### config.mk
export PLATFORM = sky130hd
export DESIGN_NAME = aes_round_sched
export DESIGN_NICKNAME = d
export VERILOG_FILES = /design/src/rtl/aes_round_sched.sv
export SDC_FILE = /design/constraint.sdc
export NUM_CORES = 1
export LEC_CHECK = 0
export ABC_AREA = 1
export BUFFER_PORTS_ARGS = -buffer_cell sky130_fd_sc_hd__buf_2
export CORE_MARGIN = 2
export CORE_UTILIZATION = 49
export CTS_CLUSTER_SIZE = 10
export DETAILED_ROUTE_END_ITERATION = 16
export PLACE_DENSITY = 0.79
export SLEW_MARGIN = 0
export SYNTH_ARGS = -nofsm -noshare
export SYNTH_HDL_FRONTEND = slang
export SYNTH_SLANG_ARGS = --single-unit
export TNS_END_PERCENT = 5
### constraint.sdc
create_clock -name clk -period 1.7 [get_ports clk]
set_input_delay 0.51 -clock clk [delete_from_list [all_inputs] [get_ports clk]]
set_output_delay 0.51 -clock clk [all_outputs]
set_load 0.03 [all_outputs]
### src/rtl/aes_round_sched.sv
// aes_round_sched: sequencing controller for an AES-128 encryption core.
//
// Takes a new cipher key and starts round-key expansion in the key generator.
// Takes plaintext blocks and steps the datapath through the initial
// AddRoundKey and rounds 1..NUM_ROUNDS. Presents the result through a
// valid/ready handshake. This block owns cur_round, so the key generator and
// the round datapath always see the same round index.
//
// Ports:
//   clk              system clock, all state on the rising edge
//   n_rst            asynchronous active-low reset
//   key_valid        new key present on the rx key bus
//   key_ready        controller accepts a key this cycle (IDLE only)
//   blk_valid        plaintext block present
//   blk_ready        controller accepts a block this cycle
//   chg_key          to key generator: load rx key and run expansion
//   change_key_done  from key generator: expansion complete
//   pre_add          enable the initial AddRoundKey with the original key
//   round_en         enable one cipher round in the datapath
//   last_round       final round, datapath bypasses MixColumns
//   cur_round[3:0]   round index to key generator and datapath
//   out_valid        ciphertext valid
//   out_ready        downstream accepts ciphertext
//   key_loaded       expanded key available for use
//   key_err          sticky: key expansion timed out
//   busy             controller not in IDLE
//
// NUM_ROUNDS must be at most 15 so the 4-bit round index never wraps.
// WAIT_LIMIT must be at most 255 so it fits the 8-bit wait counter.

module aes_round_sched #(
  parameter int NUM_ROUNDS = 10,
  parameter int WAIT_LIMIT = 255
) (
  input  logic       clk,
  input  logic       n_rst,
  input  logic       key_valid,
  output logic       key_ready,
  input  logic       blk_valid,
  output logic       blk_ready,
  output logic       chg_key,
  input  logic       change_key_done,
  output logic       pre_add,
  output logic       round_en,
  output logic       last_round,
  output logic [3:0] cur_round,
  output logic       out_valid,
  input  logic       out_ready,
  output logic       key_loaded,
  output logic       key_err,
  output logic       busy
);

  localparam logic [3:0] LP_LAST_ROUND = 4'(NUM_ROUNDS);
  localparam logic [7:0] LP_WAIT_LIM   = 8'(WAIT_LIMIT);

  typedef enum logic [2:0] {
    S_IDLE,
    S_KEY_EXP,
    S_PRE_ADD,
    S_ROUND,
    S_OUTPUT
  } state_t;

  state_t     r_state;
  state_t     w_nxt_state;
  logic [3:0] r_cur_round;
  logic [3:0] w_nxt_round;
  logic [7:0] r_wait_cnt;
  logic [7:0] w_nxt_wait;
  logic       r_key_loaded;
  logic       w_nxt_loaded;
  logic       r_key_err;
  logic       w_nxt_err;

  // Moore outputs, registered from the next state so they change cleanly
  // on the same edge as the state register.
  logic       r_chg_key;
  logic       r_pre_add;
  logic       r_round_en;
  logic       r_last_round;
  logic       r_out_valid;
  logic       r_busy;

  logic       w_idle;

  assign w_idle = (r_state == S_IDLE);

  // A coincident key wins over a block, so blk_ready is withheld while
  // key_valid is high; otherwise the block source would believe its block
  // was taken when the controller actually went off to expand the key.
  assign key_ready = w_idle;
  assign blk_ready = w_idle && r_key_loaded && !key_valid;

  assign chg_key    = r_chg_key;
  assign pre_add    = r_pre_add;
  assign round_en   = r_round_en;
  assign last_round = r_last_round;
  assign cur_round  = r_cur_round;
  assign out_valid  = r_out_valid;
  assign key_loaded = r_key_loaded;
  assign key_err    = r_key_err;
  assign busy       = r_busy;

  always_comb begin
    w_nxt_state  = r_state;
    w_nxt_round  = r_cur_round;
    w_nxt_wait   = r_wait_cnt;
    w_nxt_loaded = r_key_loaded;
    w_nxt_err    = r_key_err;
    case (r_state)
      S_IDLE: begin
        if (key_valid) begin
          // A fresh key invalidates the old expansion and any prior error.
          w_nxt_state  = S_KEY_EXP;
          w_nxt_loaded = 1'b0;
          w_nxt_err    = 1'b0;
          w_nxt_wait   = 8'd0;
        end else if (blk_valid && r_key_loaded) begin
          w_nxt_state = S_PRE_ADD;
          w_nxt_round = 4'd0;
        end
      end
      S_KEY_EXP: begin
        // done is checked first so a completion on the timeout cycle counts.
        if (change_key_done) begin
          w_nxt_state  = S_IDLE;
          w_nxt_loaded = 1'b1;
        end else if (r_wait_cnt == LP_WAIT_LIM) begin
          w_nxt_state  = S_IDLE;
          w_nxt_err    = 1'b1;
          w_nxt_loaded = 1'b0;
        end else begin
          w_nxt_wait = r_wait_cnt + 8'd1;
        end
      end
      S_PRE_ADD: begin
        w_nxt_state = S_ROUND;
        w_nxt_round = 4'd1;
      end
      S_ROUND: begin
        // The index stops at the last round and is held through OUTPUT.
        if (r_cur_round == LP_LAST_ROUND) begin
          w_nxt_state = S_OUTPUT;
        end else begin
          w_nxt_round = r_cur_round + 4'd1;
        end
      end
      S_OUTPUT: begin
        if (out_ready) begin
          w_nxt_state = S_IDLE;
          w_nxt_round = 4'd0;
        end
      end
      default: begin
        w_nxt_state = S_IDLE;
        w_nxt_round = 4'd0;
      end
    endcase
  end

  always_ff @(posedge clk or negedge n_rst) begin
    if (!n_rst) begin
      r_state      <= S_IDLE;
      r_cur_round  <= 4'd0;
      r_wait_cnt   <= 8'd0;
      r_key_loaded <= 1'b0;
      r_key_err    <= 1'b0;
      r_chg_key    <= 1'b0;
      r_pre_add    <= 1'b0;
      r_round_en   <= 1'b0;
      r_last_round <= 1'b0;
      r_out_valid  <= 1'b0;
      r_busy       <= 1'b0;
    end else begin
      r_state      <= w_nxt_state;
      r_cur_round  <= w_nxt_round;
      r_wait_cnt   <= w_nxt_wait;
      r_key_loaded <= w_nxt_loaded;
      r_key_err    <= w_nxt_err;
      r_chg_key    <= (w_nxt_state == S_KEY_EXP);
      r_pre_add    <= (w_nxt_state == S_PRE_ADD);
      r_round_en   <= (w_nxt_state == S_ROUND);
      r_last_round <= (w_nxt_state == S_ROUND) && (w_nxt_round == LP_LAST_ROUND);
      r_out_valid  <= (w_nxt_state == S_OUTPUT);
      r_busy       <= (w_nxt_state != S_IDLE);
    end
  end

endmodule

==> results of run 1 <==
cells by family after synthesis:
logic type,Yosys count,synth area share
AND/OR/NAND/NOR,86,0.335
buffers and inverters,23,0.0681
flip-flops,23,0.454
AO/OA/AOI/OAI,15,0.0721
XOR/XNOR,6,0.0415
adder cells (fa/ha/maj),3,0.0296
flip-flops by register name, indices dropped and copies added, names as in the netlist:
name        cells
busy            1
chg_key         1
cur_round       4
key_err         1
key_loaded      1
last_round      1
out_valid       1
pre_add         1
r_state         3
r_wait_cnt      8
round_en        1
stage by stage:
step,utilization,instance area (um^2),total power [uW]
detailed placement,0.577,1420,2190
finish,0.626,1540,2640
floorplan,-,1270,1830
global route,0.626,1540,2840
global placement,0.577,1420,2140
CTS,0.608,1490,2560
what timing repair did:
item	CTS	global route
resized for setup	4	2
pin swaps	2	2
endpoints found under the setup margin	2	9
setup buffers	5	5
power by group through the flow:
stage	logic [uW]	registers [uW]	clock network [uW]
3_3_place_gp	1300	838	0
4_1_cts	1480	821	263
2_1_floorplan	790	1040	0
6_report	1570	819	255
3_5_place_dp	1340	849	0
5_1_grt	1720	843	280
area by class of cell:
| class | count | area, um^2 |
|---|---|---|
| clock buffer | 3 | 22.5 |
| tap | 30 | 37.5 |
| inverter | 22 | 85.1 |
| clock inverter | 1 | 5.00 |
| timing repair buffer | 31 | 194 |
| sequential | 23 | 576 |
| fill | 208 | 917 |
| multi-input combinational | 110 | 618 |
Yosys cell counts:
| library cell | instances | area share |
|---|---|---|
| o21ai_0 | 2 | 0.0079 |
| nand3_1 | 17 | 0.067 |
| or2_0 | 1 | 0.0049 |
| dfrtp_1 | 23 | 0.45 |
| nand3_2 | 1 | 0.0079 |
| or2_2 | 1 | 0.0049 |
| nand3b_4 | 1 | 0.016 |
| o21ai_1 | 6 | 0.024 |
| nor2_1 | 15 | 0.044 |
| xnor2_1 | 1 | 0.0069 |
| ha_1 | 3 | 0.030 |
| nand2_4 | 2 | 0.018 |
| nor3_1 | 2 | 0.0079 |
| nand2_2 | 2 | 0.0099 |
| a21oi_1 | 2 | 0.0079 |
| o21ai_2 | 1 | 0.0069 |
| nand4_1 | 4 | 0.020 |
| o22ai_1 | 2 | 0.0099 |
| a211oi_2 | 1 | 0.0099 |
| nor2_4 | 2 | 0.018 |
| inv_1 | 19 | 0.056 |
| clkbuf_1 | 1 | 0.0030 |
| a211oi_1 | 1 | 0.0059 |
| nor2_2 | 2 | 0.0099 |
| inv_2 | 3 | 0.0089 |
| nand2_1 | 36 | 0.11 |
| xor2_1 | 5 | 0.035 |
routing by layer:
metal / GRT usage / wire length [um] / share of wire / vias to the layer above
met5: 0 / 0 / 0 / -
met4: 0.108 / 37 / 0.013 / 0
met3: 0.0328 / 153 / 0.054 / 4
met2: 0.387 / 1500 / 0.52 / 36
met1: 0.245 / 1170 / 0.41 / 558
li1: - / - / - / 571
worst paths after layout:
kind / start / end / depth (start not counted)
worst max-delay path: r_state[0]$_DFF_PN0_ / blk_ready / 4
worst min-delay path: n_rst / cur_round[2]$_DFF_PN0_ / 1
worst max register to register: r_state[1]$_DFF_PN0_ / r_wait_cnt[4]$_DFFE_PN0P_ / 10
worst min register to register: r_wait_cnt[1]$_DFFE_PN0P_ / r_wait_cnt[1]$_DFFE_PN0P_ / 2
max in group asynchronous: n_rst / r_state[2]$_DFF_PN0_ / 1
min in group clk: change_key_done / key_loaded$_DFFE_PN0P_ / 3
==> results.sh, run 1 <==
export IMPL_clk_insertion_delay_late_ps=320
export IMPL_ys_warn_count=0
export IMPL_tightest_slew_ps=509
export IMPL_vias=1169
export IMPL_die_y_um=54.9
export IMPL_yosysSeqAreaShare=0.454
export IMPL_p_leak_uw=0.000821
export IMPL_routed_wirelength_um=2850
export IMPL_whs_ps=141
export IMPL_rows=18
export IMPL_drt_iter0_drc=34
export IMPL_finalCritPeriodShare=1.05
export IMPL_synth_area_per_cell_um2=8.12
export IMPL_pre_cts_slack_ps=113
export IMPL_synth_cells=156
export IMPL_dp_cells=206
export IMPL_swShare=0.491
export IMPL_drt_first_pass_iters=4
export IMPL_core_um2=2450
export IMPL_cts_path_max_buffers=2
export IMPL_drv_cap=0
export IMPL_cts_tree="done"
export IMPL_grt_use_total=0.216
export IMPL_final_hold_viol_count=0
export IMPL_seq_power_share=0.310
export IMPL_grt_first_pass_wirelength_um=4490
export IMPL_antenna_left=0
export IMPL_critPathMaxFanout=4
export IMPL_syn_num_nets=165
export IMPL_slew_violations=0
export IMPL_via_per_inst=5.31
export IMPL_netSwitchingPower_uw=1300
export IMPL_fmax_mhz=561
export IMPL_grt_max_degree=24
export IMPL_cts_root_buf="clkbuf_4"
export IMPL_tns_ps=-136
export IMPL_arrival_ps=1270
export IMPL_path_cells="nor2_2 > nand2_2 > nor3_2 > buf_4"
export IMPL_finalNetCount=200
export IMPL_setup_worst_path_end_class="primary output"
export IMPL_hpwl_um=2080
export IMPL_ir_drop_mv=1.24
export IMPL_rrSetupSlack_ps=80
export IMPL_final_cell_mix="nand2_1, dfrtp_1, inv_1"
export IMPL_clock_sinks=23
export IMPL_path_class="flip-flop to primary output"
export IMPL_yosys_register_bits=23
export IMPL_syn_to_final_growth_pct=21.3
export IMPL_slowest_delay_ps=410
export IMPL_start_util=0.516
export IMPL_cts_inserted_buffers=3
export IMPL_pwr_share_comb=0.594
export IMPL_rsz0062_at_grt="yes"
export IMPL_setup_viol=2
export IMPL_diodes=0
export IMPL_yosysUniqueCellTypes=27
export IMPL_io_pins=20
export IMPL_layout_commonest_cell="nand2_1"
export IMPL_path_delay_family="flip-flops"
export IMPL_htree_levels=1
export IMPL_grt_ovfl_total=0
export IMPL_wl_per_cell_um=13.0
export IMPL_dieArea_um2=3010
export IMPL_port_buffers=19
export IMPL_crit_buf_inv=1
export IMPL_skew_ps=11.9
export IMPL_status="finished, violations left"
export IMPL_holdBufCountCts=0
export IMPL_synthesis_area_um2=1270
export IMPL_period_minus_slack_ps=1780
export IMPL_drive_gt1_frac=0.279
export IMPL_worst_slack_ps=-81.7
export IMPL_gp_congestion=0.976
export IMPL_drc=0
export IMPL_stdcell_count=220
export IMPL_critPathSlowestCell="dfrtp_1"
export IMPL_intPower_uw=1350
export IMPL_die_w_um=54.9
export IMPL_required_ps=1190
export IMPL_antenna_found_initial=0
export IMPL_startpoint_type="flip-flop"
export IMPL_grt_pass1_vias=1049
export IMPL_hp_class="input port to asynchronous set/reset pin"
export IMPL_slew_headroom=0.661
export IMPL_power_share_clock=0.096
export IMPL_powerDensity_nw_per_um2=1720
export IMPL_violations="setup timing"
export IMPL_cts_clk_slew_worst_paths_ps=130
Note: power is estimated with default switching activity, not from simulation.
==> run 2, diff against run 1 <==
--- a/config.mk
+++ b/config.mk
@@ -8,10 +8,10 @@
 export ABC_AREA = 1
 export BUFFER_PORTS_ARGS = -buffer_cell sky130_fd_sc_hd__buf_2
 export CORE_MARGIN = 2
-export CORE_UTILIZATION = 49
+export CORE_UTILIZATION = 55
 export CTS_CLUSTER_SIZE = 10
 export DETAILED_ROUTE_END_ITERATION = 16
-export PLACE_DENSITY = 0.79
+export PLACE_DENSITY = 0.84
 export SLEW_MARGIN = 0
 export SYNTH_ARGS = -nofsm -noshare
 export SYNTH_HDL_FRONTEND = slang
==> constraint.sdc (replaced) <==
create_clock -name clk -period 2.2 [get_ports clk]
set_input_delay 0.66 -clock clk [delete_from_list [all_inputs] [get_ports clk]]
set_output_delay 0.66 -clock clk [all_outputs]
set_load 0.03 [all_outputs]
==> run 2 against run 1 <==
Compared with the run above:
- the flow now finishes without violations
- critical path type unchanged
- total power down 30%
- flip-flop and latch count unchanged
- critical path depth stayed put
- via count down 8.6%
- first-iteration DRC count is 15% lower
- global-route usage about the same
- cell count down 6.4%
- register-to-register slack better by 360 ps
- die area down 10%
==> results.sh, run 2 (synthesis results as in run 1) <==
export IMPL_startpoint_type="flip-flop"
export IMPL_crit_start="r_state[1]$_DFF_PN0_"
export IMPL_hp_class="input port to asynchronous set/reset pin"
export IMPL_intPower_uw=912
export IMPL_postCtsSetupRepairBufs=0
export IMPL_seq_power_share=0.368
export IMPL_drv_cap=0
export IMPL_rr_worst_depth=10
export IMPL_die_y_um=52.0
export IMPL_whs_ps=286
export IMPL_worst_slack_ps=78.9
export IMPL_largest_reg_flops=8
export IMPL_regMostFlops="r_wait_cnt"
export IMPL_wl_per_cell_um=12.2
export IMPL_path_class="flip-flop to primary output"
export IMPL_grt_ovfl_total=0
export IMPL_grt_use_total=0.216
export IMPL_fin_total_pwr_uw=1860
export IMPL_arrival_ps=1460
export IMPL_start_util=0.579
export IMPL_grt_max_degree=24
export IMPL_die_w_um=52.0
export IMPL_r2r_end="r_wait_cnt[0]$_DFFE_PN0P_"
export IMPL_antenna_found_initial=0
export IMPL_drc=0
export IMPL_tns_ps=0
export IMPL_cts_tree="done"
export IMPL_drt_first_pass_iters=4
export IMPL_drive_gt1_frac=0.225
export IMPL_finalNetCount=188
export IMPL_via_per_inst=5.19
export IMPL_drt_iter0_drc=29
export IMPL_final_cell_mix="nand2_1, dfrtp_1, inv_1"
export IMPL_path_cells="nor2_2 > nand2_2 > nor3_1 > buf_4"
export IMPL_cp_num_cells=4
export IMPL_final_hold_viol_count=0
export IMPL_tightest_slew_ps=512
export IMPL_layout_commonest_cell="nand2_1"
export IMPL_setup_worst_path_end_class="primary output"
export IMPL_antenna_left=0
export IMPL_routed_wirelength_um=2500
export IMPL_dieArea_um2=2700
export IMPL_grt_first_pass_wirelength_um=4320
export IMPL_port_buffers=19
export IMPL_rsz0062_at_grt="no"
export IMPL_cts_clk_slew_worst_paths_ps=140
export IMPL_critPathSlowestCell="dfrtp_1"
export IMPL_pre_cts_slack_ps=371
export IMPL_pwr_share_comb=0.525
export IMPL_slew_violations=0
export IMPL_ir_drop_mv=0.662
export IMPL_htree_levels=1
export IMPL_diodes=0
export IMPL_vias=1069
export IMPL_syn_to_final_growth_pct=12.7
export IMPL_cp_endpoint="blk_ready"
export IMPL_r2r_start="cur_round[0]$_DFF_PN0_"
export IMPL_setup_viol=0
export IMPL_io_pins=20
export IMPL_clock_sinks=23
export IMPL_rows=17
export IMPL_powerDensity_nw_per_um2=1300
export IMPL_power_share_clock=0.107
export IMPL_core_um2=2190
export IMPL_cts_path_max_buffers=2
export IMPL_clk_insertion_delay_late_ps=320
export IMPL_skew_ps=17.0
export IMPL_cts_root_buf="clkbuf_4"
export IMPL_slowest_delay_ps=470
export IMPL_crit_buf_inv=1
export IMPL_netSwitchingPower_uw=948
export IMPL_cts_inserted_buffers=3
export IMPL_grt_pass1_vias=1006
export IMPL_critPathMaxFanout=6
export IMPL_rrSetupSlack_ps=440
export IMPL_p_leak_uw=0.000755
export IMPL_fmax_mhz=471
export IMPL_required_ps=1540
export IMPL_period_minus_slack_ps=2120
export IMPL_slew_headroom=0.659
export IMPL_gp_congestion=0.918
export IMPL_hpwl_um=1910
export IMPL_finalCritPeriodShare=0.964
export IMPL_path_delay_family="flip-flops"
export IMPL_swShare=0.510
export IMPL_status="finished clean"
[run 2: power by group through the flow]
stage / logic [uW] / clock network (uW) / registers (uW)
6_report: 976 / 200 / 684
2_1_floorplan: 607 / 0 / 807
4_1_cts: 978 / 206 / 681
3_3_place_gp: 950 / 0 / 679
5_1_grt: 1100 / 221 / 703
3_5_place_dp: 973 / 0 / 690
[run 2: worst min path at each step]
| stage | from | to | slack (ps) | depth (start not counted) |
|---|---|---|---|---|
| floorplan | n_rst | busy$_DFF_PN0_ | 360 | 0 |
| global placement | r_wait_cnt[1]$_DFFE_PN0P_ | r_wait_cnt[1]$_DFFE_PN0P_ | 480 | 2 |
| detailed placement | r_wait_cnt[1]$_DFFE_PN0P_ | r_wait_cnt[1]$_DFFE_PN0P_ | 510 | 2 |
| CTS | n_rst | out_valid$_DFF_PN0_ | 300 | 1 |
| global route | n_rst | out_valid$_DFF_PN0_ | 320 | 1 |
| finish | n_rst | out_valid$_DFF_PN0_ | 290 | 1 |
[run 2: repair_timing]
| action | CTS | global route |
|---|---|---|
| hold buffers | 0 | 0 |
| setup endpoints to repair | 0 | 1 |
| hold endpoints to repair | 0 | 0 |
| resized for setup | 0 | 2 |
[run 2: layout make-up]
class / instances / area, um^2
tap: 28 / 35.0
clock buffer: 3 / 22.5
multi-input combinational: 110 / 608
timing repair buffer: 19 / 97.6
clock inverter: 1 / 7.51
sequential: 23 / 576
inverter: 22 / 82.6
fill: 193 / 762
[run 2: metal layers]
layer | global-route usage | up-vias | wire, um
met5 | 0 | - | 0
li1 | - | 545 | -
met4 | 0.0570 | 0 | 12
met2 | 0.390 | 17 | 1280
met3 | 0.0402 | 2 | 67
met1 | 0.261 | 505 | 1140
[run 2: per-stage QoR]
stage | cell area, um^2 | cells | util
after global placement | 1390 | 202 | 0.636
after CTS | 1420 | 206 | 0.650
after global routing | 1430 | 206 | 0.652
final | 1430 | 206 | 0.652
after detailed placement | 1390 | 202 | 0.636
after floorplan | 1270 | 156 | -
